## src/rtl/seq_det_pkg.sv

```systemverilog
// Shared types for the parameterised serial pattern detector.
// Holds the one-hot detector state encoding.
package seq_det_pkg;

  typedef enum logic [1:0] {
    UNLOADED = 2'b01,
    ARMED    = 2'b10
  } det_state_e;

endpackage

```

## src/rtl/seq_detector_param_sat_counter.sv

```systemverilog
// Saturating up-counter with synchronous clear (clear wins over inc).
// Ports: clock, reset (async high), inc, clear, count[W-1:0].
module sat_counter #(
  parameter int W = 8
) (
  input  logic         clock,
  input  logic         reset,
  input  logic         inc,
  input  logic         clear,
  output logic [W-1:0] count
);

  logic [W-1:0] count_q;
  logic [W-1:0] count_d;

  always_comb begin
    count_d = count_q;
    if (clear)
      count_d = '0;
    else if (inc && (count_q != '1))
      count_d = count_q + W'(1);
  end

  always_ff @(posedge clock or posedge reset) begin
    if (reset) count_q <= '0;
    else       count_q <= count_d;
  end

  assign count = count_q;

endmodule

```

## src/rtl/seq_detector_param.sv

```systemverilog
// Serial pattern detector with runtime-loadable pattern/length.
// Ports: clock, reset, a, in_valid, pat_load, pat_value, pat_len,
//   overlap, count_clear -> found_it, match_count, armed, load_err.
module seq_detector_param
  import seq_det_pkg::*;
#(
  parameter int MAXLEN = 8,
  parameter int CNTW   = 8,
  parameter int LENW   = $clog2(MAXLEN + 1)
) (
  input  logic              clock,
  input  logic              reset,
  input  logic              a,
  input  logic              in_valid,
  input  logic              pat_load,
  input  logic [MAXLEN-1:0] pat_value,
  input  logic [LENW-1:0]   pat_len,
  input  logic              overlap,
  input  logic              count_clear,
  output logic              found_it,
  output logic [CNTW-1:0]   match_count,
  output logic              armed,
  output logic              load_err
);

  det_state_e        state_q, state_d;
  logic [MAXLEN-1:0] pat_q, pat_d;
  logic [MAXLEN-1:0] hist_q, hist_d;
  logic [LENW-1:0]   len_q, len_d;
  logic [LENW-1:0]   fill_q, fill_d;
  logic              err_q, err_d;

  logic [MAXLEN-1:0] window;
  logic [MAXLEN-1:0] mask;
  logic              accept;
  logic              hit;
  logic              fill_ok;
  logic              len_ok;
  logic [LENW-1:0]   fill_inc;

  // Candidate window: stored history with the current bit appended.
  assign window = {hist_q[MAXLEN-2:0], a};

  always_comb begin
    mask = '0;
    for (int i = 0; i < MAXLEN; i++)
      mask[i] = (32'(i) < 32'(len_q));
  end

  assign hit    = ((window ^ pat_q) & mask) == '0;
  // fill + 1 >= len, i.e. this sample completes a full window.
  assign fill_ok = ((LENW+1)'(fill_q) + (LENW+1)'(1))
                   >= (LENW+1)'(len_q);
  assign accept  = in_valid & (state_q == ARMED) & ~pat_load;
  assign found_it = accept & fill_ok & hit;

  assign len_ok = (pat_len != '0) &&
                  (pat_len <= LENW'(MAXLEN));
  assign fill_inc = (fill_q < len_q) ? fill_q + LENW'(1)
                                     : fill_q;

  always_comb begin
    state_d = state_q;
    pat_d   = pat_q;
    hist_d  = hist_q;
    len_d   = len_q;
    fill_d  = fill_q;
    err_d   = err_q;
    if (pat_load) begin
      if (len_ok) begin
        state_d = ARMED;
        pat_d   = pat_value;
        len_d   = pat_len;
        hist_d  = '0;
        fill_d  = '0;
        err_d   = 1'b0;
      end else begin
        err_d   = 1'b1;
      end
    end else if (accept) begin
      hist_d = window;
      // Non-overlapping mode restarts the window after a hit.
      if (found_it && !overlap) fill_d = '0;
      else                      fill_d = fill_inc;
    end
  end

  always_ff @(posedge clock or posedge reset) begin
    if (reset) begin
      state_q <= UNLOADED;
      pat_q   <= '0;
      hist_q  <= '0;
      len_q   <= '0;
      fill_q  <= '0;
      err_q   <= 1'b0;
    end else begin
      state_q <= state_d;
      pat_q   <= pat_d;
      hist_q  <= hist_d;
      len_q   <= len_d;
      fill_q  <= fill_d;
      err_q   <= err_d;
    end
  end

  assign armed    = (state_q == ARMED);
  assign load_err = err_q;

  sat_counter #(.W(CNTW)) u_cnt (
    .clock (clock),
    .reset (reset),
    .inc   (found_it),
    .clear (count_clear),
    .count (match_count)
  );

endmodule

```

## config.mk

```make
export PLATFORM = sky130hd
export DESIGN_NAME = seq_detector_param
export DESIGN_NICKNAME = d
export VERILOG_FILES = /design/src/rtl/seq_det_pkg.sv /design/src/rtl/seq_detector_param_sat_counter.sv /design/src/rtl/seq_detector_param.sv
export SDC_FILE = /design/constraint.sdc
export NUM_CORES = 1
export LEC_CHECK = 0
export CAP_MARGIN = 20
export CORE_AREA = 10 10 69 71
export CTS_BUF_LIST = sky130_fd_sc_hd__clkbuf_16
export DETAILED_ROUTE_END_ITERATION = 10
export DIE_AREA = 0 0 79 81
export PLACE_DENSITY = 0.84
export SLEW_MARGIN = 40
export SYNTH_ARGS = -nofsm -noshare
export SYNTH_HDL_FRONTEND = slang
export SYNTH_SLANG_ARGS = --single-unit
export TNS_END_PERCENT = 100
```

## constraint.sdc

```tcl
create_clock -name clock -period 7.5 [get_ports clock]
set_input_delay 1.5 -clock clock [delete_from_list [all_inputs] [get_ports clock]]
set_output_delay 1.5 -clock clock [all_outputs]
set_load 0.1 [all_outputs]
```

Word level (Yosys, flattened, before mapping)
Index checks and enable logic that the tools add are counted.
Widths: inputs -> output; s select.

operators by class
  shift-type cells = 0
  mux-type cells = 11
  divide/modulo/power cells = 0
  add/sub/neg operators = 3
  multiply operators = 0
  order comparisons = 11
  equal/unequal tests = 3
  bitwise gates (word level) = 7
  reduce and logical (&&, ||, !) cells = 12

operators by type and width
  operator             count
  $mux 7               3
  $mux 4               5
  $lt 3x4->1 const A   4
  $mux 8               2
  $add 8x1->8 const B  1
  $and 8x8->8          1
  $logic_not 8->1      1
  $lt 1x4->1 const A   2
  $lt 2x4->1 const A   2
  $ne 8x8->1 const B   1
  $xor 8x8->8          1
  $add 4x1->5 const B  1
  $ge 5x4->1           1
  $add 4x1->4 const B  1
  $and 1x1->1          4
  $le 4x4->1 const B   1
  $lt 4x4->1           1
  $reduce_and 2->1     2
  $reduce_bool 2->1    2
  $reduce_bool 4->1    1
  $logic_and 1x1->1    3
  $reduce_and 3->1     1
  $reduce_bool 3->1    1
  $eq 2x2->1 const B   1
  other kinds (4)      4

word-level totals
  memories kept = 0
  latch bits = 0
  memory bits (read-only) = 0
  input bits = 19
  bits in writable memories = 0
  output and inout port bits = 11
  bits in registers = 34
  word-level logic and storage cells = 54

Logic depth before layout (Yosys ltp)
Gate-level depths: netlist (run 1).

  depth after elaboration = 9
  mapped depth = 11
  mapped depth without buffers = 10

By module
Synthesis (run 1) repeated with hierarchy kept, for this count alone.

second synthesis, totals
  cells, all modules = 193
  area, all modules = 1969.4 sq um

by module, submodules not included
  module              area each (sq um)  cells each  times used  sequential area each (sq um)
  seq_detector_param  1465.2             144         1           651.9
  sat_counter         504.2              49          1           200.2

Worst setup path before layout (run 1)
OpenSTA, ideal clock, no wires.

  kind = input to output
  start = input pat_load
  end = output found_it
  stages = 4
  required time = 6.000 ns
  arrival time = 2.548 ns
  slack = 3.452 ns
  path through = nand4bb_1 -> a21oi_1 -> o211ai_1 -> and3b_2

between the ends
  cells in the longest elaborated chain, start to end = 4

RTL lines
  what                       line                      source
  start, declared            seq_detector_param.sv:15  input logic pat_load,
  $not 1->1                  seq_detector_param.sv:54  assign accept = in_valid & (state_q == ARMED) & ~pat_load;
  $and 1x1->1                seq_detector_param.sv:54
  $and 1x1->1 (2 in series)  seq_detector_param.sv:55  assign found_it = accept & fill_ok & hit;
  end, declared              seq_detector_param.sv:20  output logic found_it,

Every way passes these cells.

Final worst setup path (run 1)
Same ends and word-level chain as after synthesis.

==> metrics.yaml, run 1 <==
crit_buf_inv: 2
drive_above_1_share_pct: 19.09
finalWorstPathRequiredPeriod_ns: 4.984
root_buffer: "clkbuf_16"
setup_tns_ns: 0
dp_hpwl_um: 2853
ir_drop_v: 0.0001862
path_delay_family: "buffers and inverters"
crit_fanout: 13
fp-row-count: 22
synth-seq-area-share_pct: 44.74
num_io_pins: 30
ys_top_cells_by_area: "dfrtp_1 43%, ha_1 6.6%, mux2_2 6.5%"
hold_buffers: 0
avgSynthCellArea_um2: 10.18
end_kind: "primary output"
worstSetupPathType: "in -> out"
gp_congestion: 0.8137
finClkSkew_ns: 0.002911
reg2reg_from: "fill_q[0]$_DFFE_PP0P_"
cts_setup_buffers: 0
maxCapViolCount: 0
yosysMostFrequentCell: "dfrtp_1"
status: "finished clean"
cts_max_level: 2
seq_area_um2: 852.1
synth_area_mm2: 0.001904
routed_wl_um: 3986
drtPass1Iterations: 4
drv_slew: 0
insertion_delay_ns: 0.28
synthFlopType: "dfrtp_1"
cellPowerDensity_mw_per_mm2: 276.8
nets: 248
worstMarginPinSlew_ns: 0.5515
start_util_pct: 54.05
cp_cell_sequence: "clkdlybuf4s50_1 > nand4bb_1 > a21oi_1 > o211ai_1 > and3b_2 > buf_2"
period_share_pct: 66.45
maxSlewHeadroom_pct: 63.23
wl_per_cell_um: 14.87
die_height_um: 81
synth_fp_nets: 216
drtIter0Drc: 105
vias: 1464
synth-edff-count: 0
cts_tree: "yes"
synthCells: 187
track_usage_pct: 13.66
die_area_mm2: 0.006399
whs_path_depth: 2
drc_errors: 0
final.fill_count: 308
power_w: 0.0006574
max_freq_ghz: 0.2006
placed_cell_area_mm2: 0.002181
async_flop_share_pct: 100.0
fin_area_mm2: 0.002375
io_buffers: 29
cellLeakagePower_nw: 1.058
grt_max_degree: 35
cts_sinks: 34
drtAntennaViolNets: 0
reg2reg_depth: 10
area_growth_pct: 24.70
setup_viol: 0
die_x_um: 79
cts_made_buffers: 5
yosys_warnings: 0
hold_viol: 0
r2r_slack_ns: 4.70
critical-path-max-stage-delay_ns: 0.58
utilization_pct: 67.40
cts.clk_slew.worst_paths_ns: 0.06
r2r-end: "u_cnt.count[5]$_DFFE_PP0P_"
cp_data_arrival_time_ns: 3.48
grt_pass1_wl_um: 6989
min_path_type: "reg -> reg"
cts_resized: 0
synth.largest_area_cell: "dfrtp_1"
grt_overflow_total: 0
viasPerCell: 5.463
min_to: "hist_q[6]$_DFFE_PP0P_"
hold_start: "hist_q[6]$_DFFE_PP0P_"
rsz0062_at_grt: "no"
ys_seq_elements: 34
synth_top_area_share_pct: 43.36
synthTopCellsByCount: "33 x dfrtp_1, 19 x o21ai_0, 12 x nand2_1"
synth.distinct_cells: 42
antenna_found_initial: 0
whs_ns: 0.4946
start_kind: "input port"
multi_input_area_um2: 992.2
antennaDiodeCount: 0
crit_slowest_cell: "clkdlybuf4s50_1"
clock_path_buffers: 2
grt_pass1_vias: 1474
worst_ep_required_time_ns: 6.00
core_area_mm2: 0.003523
-- flip-flops by register name (all words and copies together) (netlist names) --
| name | count |
|---|---|
| len_q | 4 |
| pat_q | 8 |
| u_cnt.count | 8 |
| state_q | 2 |
| fill_q | 4 |
| load_err | 1 |
| hist_q | 7 |
-- worst max-delay path by stage --
| stage | from | end | slack [ns] | cells past startpoint |
|---|---|---|---|---|
| final | pat_load | found_it | 2.52 | 6 |
| after global routing | pat_load | found_it | 2.33 | 6 |
| after CTS | pat_load | found_it | 2.50 | 6 |
| after detailed placement | pat_load | found_it | 2.56 | 6 |
| after global placement | pat_load | found_it | 1.89 | 6 |
| after floorplan | pat_load | found_it | 3.45 | 4 |
-- routing by layer --
metal | wire, um | vias up | global-route usage, %
li1 | - | 728 | -
met1 | 1751 | 698 | 15.66
met2 | 1941 | 29 | 22.10
met3 | 222 | 9 | 5.740
met4 | 71 | 0 | 5.735
met5 | 0 | - | 0
-- power by group --
part,switching [W],internal (W),total [W]
Combinational,0.0000803,0.0000788,0.000159
Clock,0.0000798,0.000191,0.000271
Sequential,0.0000233,0.000205,0.000228
-- cell type report --
cell class                      instances  share of cell area (%)
Sequential cell                        34                   35.88
Multi-Input combinational cell        139                   41.78
Tap cell                               48                   2.529
Inverter                                9                   1.423
Clock buffer                            5                   5.269
Timing Repair Buffer                   30                   10.22
Clock inverter                          3                   2.898
-- layout by cell type, fill, tap and decap left out, types with 2 or more instances in the layout --
| cell type | instances |
|---|---|
| or3_1 | 4 |
| clkdlybuf4s50_1 | 18 |
| buf_2 | 11 |
| o2bb2ai_1 | 2 |
| and2_1 | 4 |
| nor2b_1 | 3 |
| and3_1 | 3 |
| a21oi_1 | 10 |
| nor3_1 | 5 |
| xor2_1 | 5 |
| ha_1 | 10 |
| nand3_1 | 3 |
| nand2_1 | 12 |
| o21a_1 | 4 |
| dfrtp_1 | 33 |
| or2_2 | 2 |
| o21ai_0 | 19 |
| bufinv_16 | 2 |
| xnor2_1 | 6 |
| mux2_2 | 11 |
| inv_1 | 9 |
| clkbuf_16 | 5 |
| nand2b_1 | 9 |
| mux2i_1 | 2 |
| nor2_1 | 8 |
-- metrics by stage --
step | std cells | setup WS, ns
floorplan | 187 | 3.452
global placement | 260 | 1.893
detailed placement | 260 | 2.559
CTS | 268 | 2.501
global route | 268 | 2.327
finish | 268 | 2.516
-- worst register-to-register path, cell delays in order, from the launching register on --
cell and delay [ns]:
dfrtp_1 0.41, ha_1 0.25, nor2b_1 0.15, or2_2 0.28, ha_1 0.28, o21ai_0 0.08
a21oi_1 0.17, or2_2 0.16, nand4b_2 0.26, or3_2 0.54, a21oi_1 0.15
-- cells by family (layout without fill, tap and decap cells) --
group	count (synthesis)	count (layout)	synth area share [%]
AO/OA/AOI/OAI	45	45	14.85
XOR/XNOR	11	11	5.059
adder cells (fa/ha/maj)	10	10	6.570
buffers and inverters	14	47	3.153
flip-flops	34	34	44.74
multiplexers	13	13	7.556
AND/OR/NAND/NOR	60	60	18.07
No activity file was read; power rests on OpenSTA's default activity.
==> inputs of run 2 (changes only) <==
- CORE_AREA: 10 10 69 71 -> 10 10 74 76
- DIE_AREA: 0 0 79 81 -> 0 0 84 86
- PLACE_DENSITY: 0.84 -> 0.76
- clock period: 7.5 -> 4.2 ns (I/O delays scaled with it)
==> run 2 against run 1 <==
Effect of this change: register-to-register slack worse by 3.2 ns; power is 56% higher; global-route usage is 2.8 points lower; cell count is 0.75% higher; sequential cell count stayed put; utilization is 8.6 points lower; first-iteration DRC count is 34% lower; critical path depth stayed put; die area is 13% higher; via count is 1.9% lower; highest routed layer unchanged.
==> metrics.yaml, run 2 (synthesis gave the netlist of run 1 again) <==
status: "finished clean"
whs_path_depth: 1  # -1
power_frac_comb_pct: 27.4  # +3.2 points
root_buffer: "clkbuf_16"
clock_path_buffers: 2  # unchanged
cellPowerDensity_mw_per_mm2: 440.0  # +59%
drtIter0Drc: 69  # -34%
die_area_mm2: 0.007224  # +13%
whs_ns: 0.4868  # -0.007783 ns
wl_per_cell_um: 13.83  # -7.0%
period_share_pct: 82.37
hold_buffers: 0  # unchanged
reg2reg_depth: 10  # unchanged
p_int_w: 0.0007211  # +52%
worst_ep_required_time_ns: 3.36  # -2.64 ns
maxCapViolCount: 0  # unchanged
gp_congestion: 0.8100  # -0.45%
maxSlewHeadroom_pct: 63.55  # +0.31 points
worstSetupPathType: "in -> out"
cts.clk_slew.worst_paths_ns: 0.05  # about the same
nets: 248  # unchanged
cts_max_level: 2  # unchanged
critical-path-max-stage-delay_ns: 0.59  # about the same
die_height_um: 86  # +6.2%
start_kind: "input port"
die_x_um: 84  # +6.3%
cts_made_buffers: 5  # unchanged
path_delay_family: "buffers and inverters"
rsz0062_at_grt: "no"
final_common_cell: "dfrtp_1"
area_growth_pct: 22.60
r2r-end: "u_cnt.count[5]$_DFFE_PP0P_"
grt_overflow_total: 0  # unchanged
cts_setup_buffers: 0  # unchanged
cts_resized: 0  # unchanged
crit_buf_inv: 2  # unchanged
core_area_mm2: 0.003971  # +13%
end_kind: "primary output"
grt_pass1_wl_um: 6486  # -7.2%
drive_above_1_share_pct: 17.73  # -1.4 points
drv_slew: 0  # unchanged
viasPerCell: 5.319  # -2.6%
antenna_found_initial: 0  # unchanged
placed_cell_area_mm2: 0.002198  # +0.80%
hold_viol: 0  # unchanged
layout_common_cells: "33 x dfrtp_1, 19 x o21ai_0, 18 x clkdlybuf4s50_1"
cp_data_arrival_time_ns: 2.62  # -0.86 ns
hold_start: "state_q[1]$_DFFE_PP0P_"
switching_share_pct: 29.81  # +1.9 points
power_w: 0.001027  # +56%
num_io_pins: 30  # unchanged
cellLeakagePower_nw: 1.040  # -1.7%
insertion_delay_ns: 0.28  # about the same
reg2reg_from: "fill_q[1]$_DFFE_PP0P_"
crit_fanout: 13  # unchanged
min_to: "state_q[1]$_DFFE_PP0P_"
fin_area_mm2: 0.002335  # -1.7%
finalWorstPathRequiredPeriod_ns: 3.460
setup_viol: 0  # unchanged
max_freq_ghz: 0.2891
worstMarginPinSlew_ns: 0.5468  # -0.004701 ns
cts_sinks: 34  # unchanged
cp_cell_sequence: "clkdlybuf4s50_1 > nand4bb_1 > a21oi_1 > o211ai_1 > and3b_2 > buf_12"
min_path_type: "reg -> reg"
r2r_slack_ns: 1.48  # -3.22 ns
grt_pass1_vias: 1435  # -2.6%
crit_slowest_cell: "clkdlybuf4s50_1"
cts_tree: "yes"
drtAntennaViolNets: 0  # unchanged
cp-startpoint: "pat_load"
setup_tns_ns: 0  # unchanged
finClkSkew_ns: 0.005441  # +0.002529 ns
ir_drop_v: 0.0003110  # +67%
track_usage_pct: 10.83  # -2.8 points
antennaDiodeCount: 0  # unchanged
utilization_pct: 58.79  # -8.6 points
p_switching_w: 0.0003062  # +67%
routed_wl_um: 3735  # -6.3%
fp-row-count: 23  # +4.5%
p_clk_share_pct: 33.0  # -8.2 points
dp_hpwl_um: 2841  # -0.43%
drc_errors: 0  # unchanged
grt_max_degree: 35  # unchanged
vias: 1436  # -1.9%
io_buffers: 29  # unchanged
drtPass1Iterations: 4  # unchanged
start_util_pct: 47.95  # -6.1 points
p_seq_share_pct: 39.5  # +4.9 points
==> run 2: power by group through the flow <==
stage | Sequential, W | Clock, W | Combinational, W
6_report | 0.000406 | 0.000339 | 0.000282
5_1_grt | 0.000413 | 0.000362 | 0.000324
4_1_cts | 0.000407 | 0.000348 | 0.000285
3_5_place_dp | 0.000412 | 0 | 0.000283
3_3_place_gp | 0.000412 | 0 | 0.000277
2_1_floorplan | 0.000412 | 0 | 0.000211
==> run 2: how the worst max path moves through the flow <==
| stage | cells past startpoint | endpoint |
|---|---|---|
| 6_report | 6 | found_it |
| 5_1_grt | 6 | found_it |
| 4_1_cts | 6 | found_it |
| 3_5_place_dp | 6 | found_it |
| 3_3_place_gp | 6 | found_it |
| 2_1_floorplan | 8 | found_it |
==> run 2: routing by layer <==
metal	wire, um	GRT usage, %
met2	1716	17.14
met1	1789	12.83
met4	67	5.023
met5	0	0
met3	163	3.879
==> run 2: final cells by class <==
class                   count  area [um^2]
flip-flops and latches     34        852.1
clock inverters             3        11.26
well taps                  50        62.56
clock buffers               5        125.1
repair buffers             30        257.7
inverters                   9        33.78
fillers                   358         1637
multi-input cells         139        992.2
==> run 2: stage by stage <==
| stage | cells | setup slack [ns] |
|---|---|---|
| global placement | 262 | 0.8129 |
| global route | 270 | 0.6354 |
| finish | 270 | 0.7404 |
| CTS | 270 | 0.7389 |
| detailed placement | 262 | 0.7530 |
| floorplan | 187 | 1.220 |
==> inputs of run 3 (changes only) <==
- clock period: 4.2 -> 3.1 ns (I/O delays scaled with it)
==> run 3 against run 2 <==
Effect of this change: sequential power is 35% higher; sequential cell count unchanged; via count rose by 3.8%; sequential share of layout area decreased by 1.3 points; die area unchanged; critical path depth increased by 3; first-iteration DRC count fell by 19%; critical path type is now reg -> out; worst hold slack gained 0.012 ns; final area up 3.7%; setup slack worse by 0.60 ns; cell count increased by 1.5%; global-route usage rose by 1.2 points.
==> metrics.yaml, run 3 (synthesis gave the netlist of run 1 again) <==
status: "finished clean"
finClkSkew_ns: 0.003122  # -0.002319 ns
cellPowerDensity_mw_per_mm2: 632.0  # +44%
antenna_found_initial: 0  # unchanged
max_freq_ghz: 0.3376
seq_area_um2: 852.1  # unchanged
io_buffers: 29  # unchanged
min_path_type: "reg -> reg"
dp_cells: 264  # +0.76%
worst_ep_required_time_ns: 2.48  # -0.88 ns
setup_tns_ns: 0  # unchanged
gp_congestion: 0.8504  # +5.0%
cp-startpoint: "fill_q[0]$_DFFE_PP0P_"
setup_viol: 0  # unchanged
cts_sinks: 34  # unchanged
end_kind: "primary output"
layout_common_cells: "33 x dfrtp_1, 18 x o21ai_0, 18 x clkdlybuf4s50_1"
clock_path_buffers: 2  # unchanged
multi_input_area_um2: 997.2  # +0.50%
grt_pass1_vias: 1638  # +14%
area_growth_pct: 27.14
finalWorstPathRequiredPeriod_ns: 2.962
r2r_slack_ns: 0.44  # -1.04 ns
maxSlewHeadroom_pct: 64.54  # +1.0 points
rsz0062_at_grt: "no"
grt_overflow_total: 0  # unchanged
cellLeakagePower_nw: 1.072  # +3.0%
antennaDiodeCount: 0  # unchanged
drtPass1Iterations: 4  # unchanged
drive_above_1_share_pct: 20.09  # +2.4 points
reg2reg_from: "fill_q[0]$_DFFE_PP0P_"
cts_max_level: 2  # unchanged
root_buffer: "clkbuf_16"
final_cells: 274  # +1.5%
worstSetupPathType: "reg -> out"
period_share_pct: 95.56
drv_slew: 0  # unchanged
maxCapViolCount: 0  # unchanged
drtIter0Drc: 56  # -19%
wl_per_cell_um: 14.88  # +7.5%
cts_made_buffers: 5  # unchanged
final.fill_count: 347  # -3.1%
ir_drop_v: 0.0003690  # +19%
hold_viol: 0  # unchanged
grt_pass1_wl_um: 7210  # +11%
die_x_um: 84  # unchanged
cts.clk_slew.worst_paths_ns: 0.05  # about the same
placed_cell_area_mm2: 0.002238  # +1.8%
power_w: 0.001530  # +49%
insertion_delay_ns: 0.28  # about the same
cts_tree: "yes"
num_io_pins: 30  # unchanged
viasPerCell: 5.438  # +2.2%
worstMarginPinSlew_ns: 0.5318  # -0.01495 ns
cp_data_arrival_time_ns: 2.34  # -0.28 ns
drtAntennaViolNets: 0  # unchanged
die_area_mm2: 0.007224  # unchanged
hold_start: "state_q[0]$_DFFE_PP1P_"
die_height_um: 86  # unchanged
crit_fanout: 3  # -10
fp-row-count: 23  # unchanged
dp_hpwl_um: 3020  # +6.3%
core_area_mm2: 0.003971  # unchanged
vias: 1490  # +3.8%
nets: 252  # +1.6%
routed_wl_um: 4076  # +9.1%
fin_area_mm2: 0.002421  # +3.7%
final_common_cell: "dfrtp_1"
start_util_pct: 47.95  # unchanged
track_usage_pct: 12.02  # +1.2 points
drc_errors: 0  # unchanged
grt_max_degree: 35  # unchanged
start_kind: "flip-flop"
[run 3: cell count changes in the layout (fill, tap and decap cells not counted), sizes merged]
cell,delta
clkinv,-1
buf,+4
bufinv,+1
[run 3: where the power goes]
group | internal, W | switching, W
clock | 0.000373 | 0.000172
combinational | 0.000223 | 0.000215
sequential | 0.000495 | 0.0000522
total | 0.00109 | 0.000439
[run 3: final cells by class]
cell class              count  area share [%]
flip-flops and latches     34           35.19
well taps                  50           2.584
inverters                   9           1.395
clock buffers               5           5.168
clock inverters             3           1.550
repair buffers             34           12.92
multi-input cells         139           41.19
[run 3: path summary, 6_finish.rpt]
kind,cells after the start,to
max,9,found_it
min,1,state_q[0]$_DFFE_PP1P_
max reg2reg,10,u_cnt.count[5]$_DFFE_PP0P_
min reg2reg,1,state_q[0]$_DFFE_PP1P_
max in group asynchronous,3,state_q[0]$_DFFE_PP1P_
min in group asynchronous,3,hist_q[4]$_DFFE_PP0P_
[run 3: critical path: stages (launching register included)]
cell	delay, ns
dfrtp_1	0.40
ha_2	0.21
nor2b_1	0.13
or2_2	0.27
ha_1	0.27
o21ai_1	0.11
a21oi_1	0.06
or2_4	0.23
and3b_2	0.21
buf_12	0.16
[run 3: timing repair]
| item | in CTS | in global routing |
|---|---|---|
| endpoints found under the setup margin | 1 | 1 |
| gates resized for setup | 0 | 3 |
| setup buffers | 2 | 0 |
| pin swaps | 0 | 1 |
| hold buffers | 0 | 0 |
[run 3: metal layers]
layer / share of wire [%] / wire (um) / GRT usage, % / up-vias
li1: - / - / - / 729
met1: 44 / 1787 / 13.04 / 725
met2: 49 / 1982 / 20.42 / 26
met3: 5.7 / 231 / 5.109 / 10
met4: 1.8 / 74 / 4.566 / 0
met5: 0 / 0 / 0 / -
[run 3: per-stage QoR]
step                      utilization [%]  hold WS [ns]  worst slack [ns]
final                               60.96        0.4991            0.1376
after global routing                60.96        0.5240           0.03322
after CTS                           60.84        0.4969          0.006303
after detailed placement            56.36        0.4800            0.2620
after global placement              56.36        0.4774            0.3114
after floorplan                         -        0.4494            0.3396
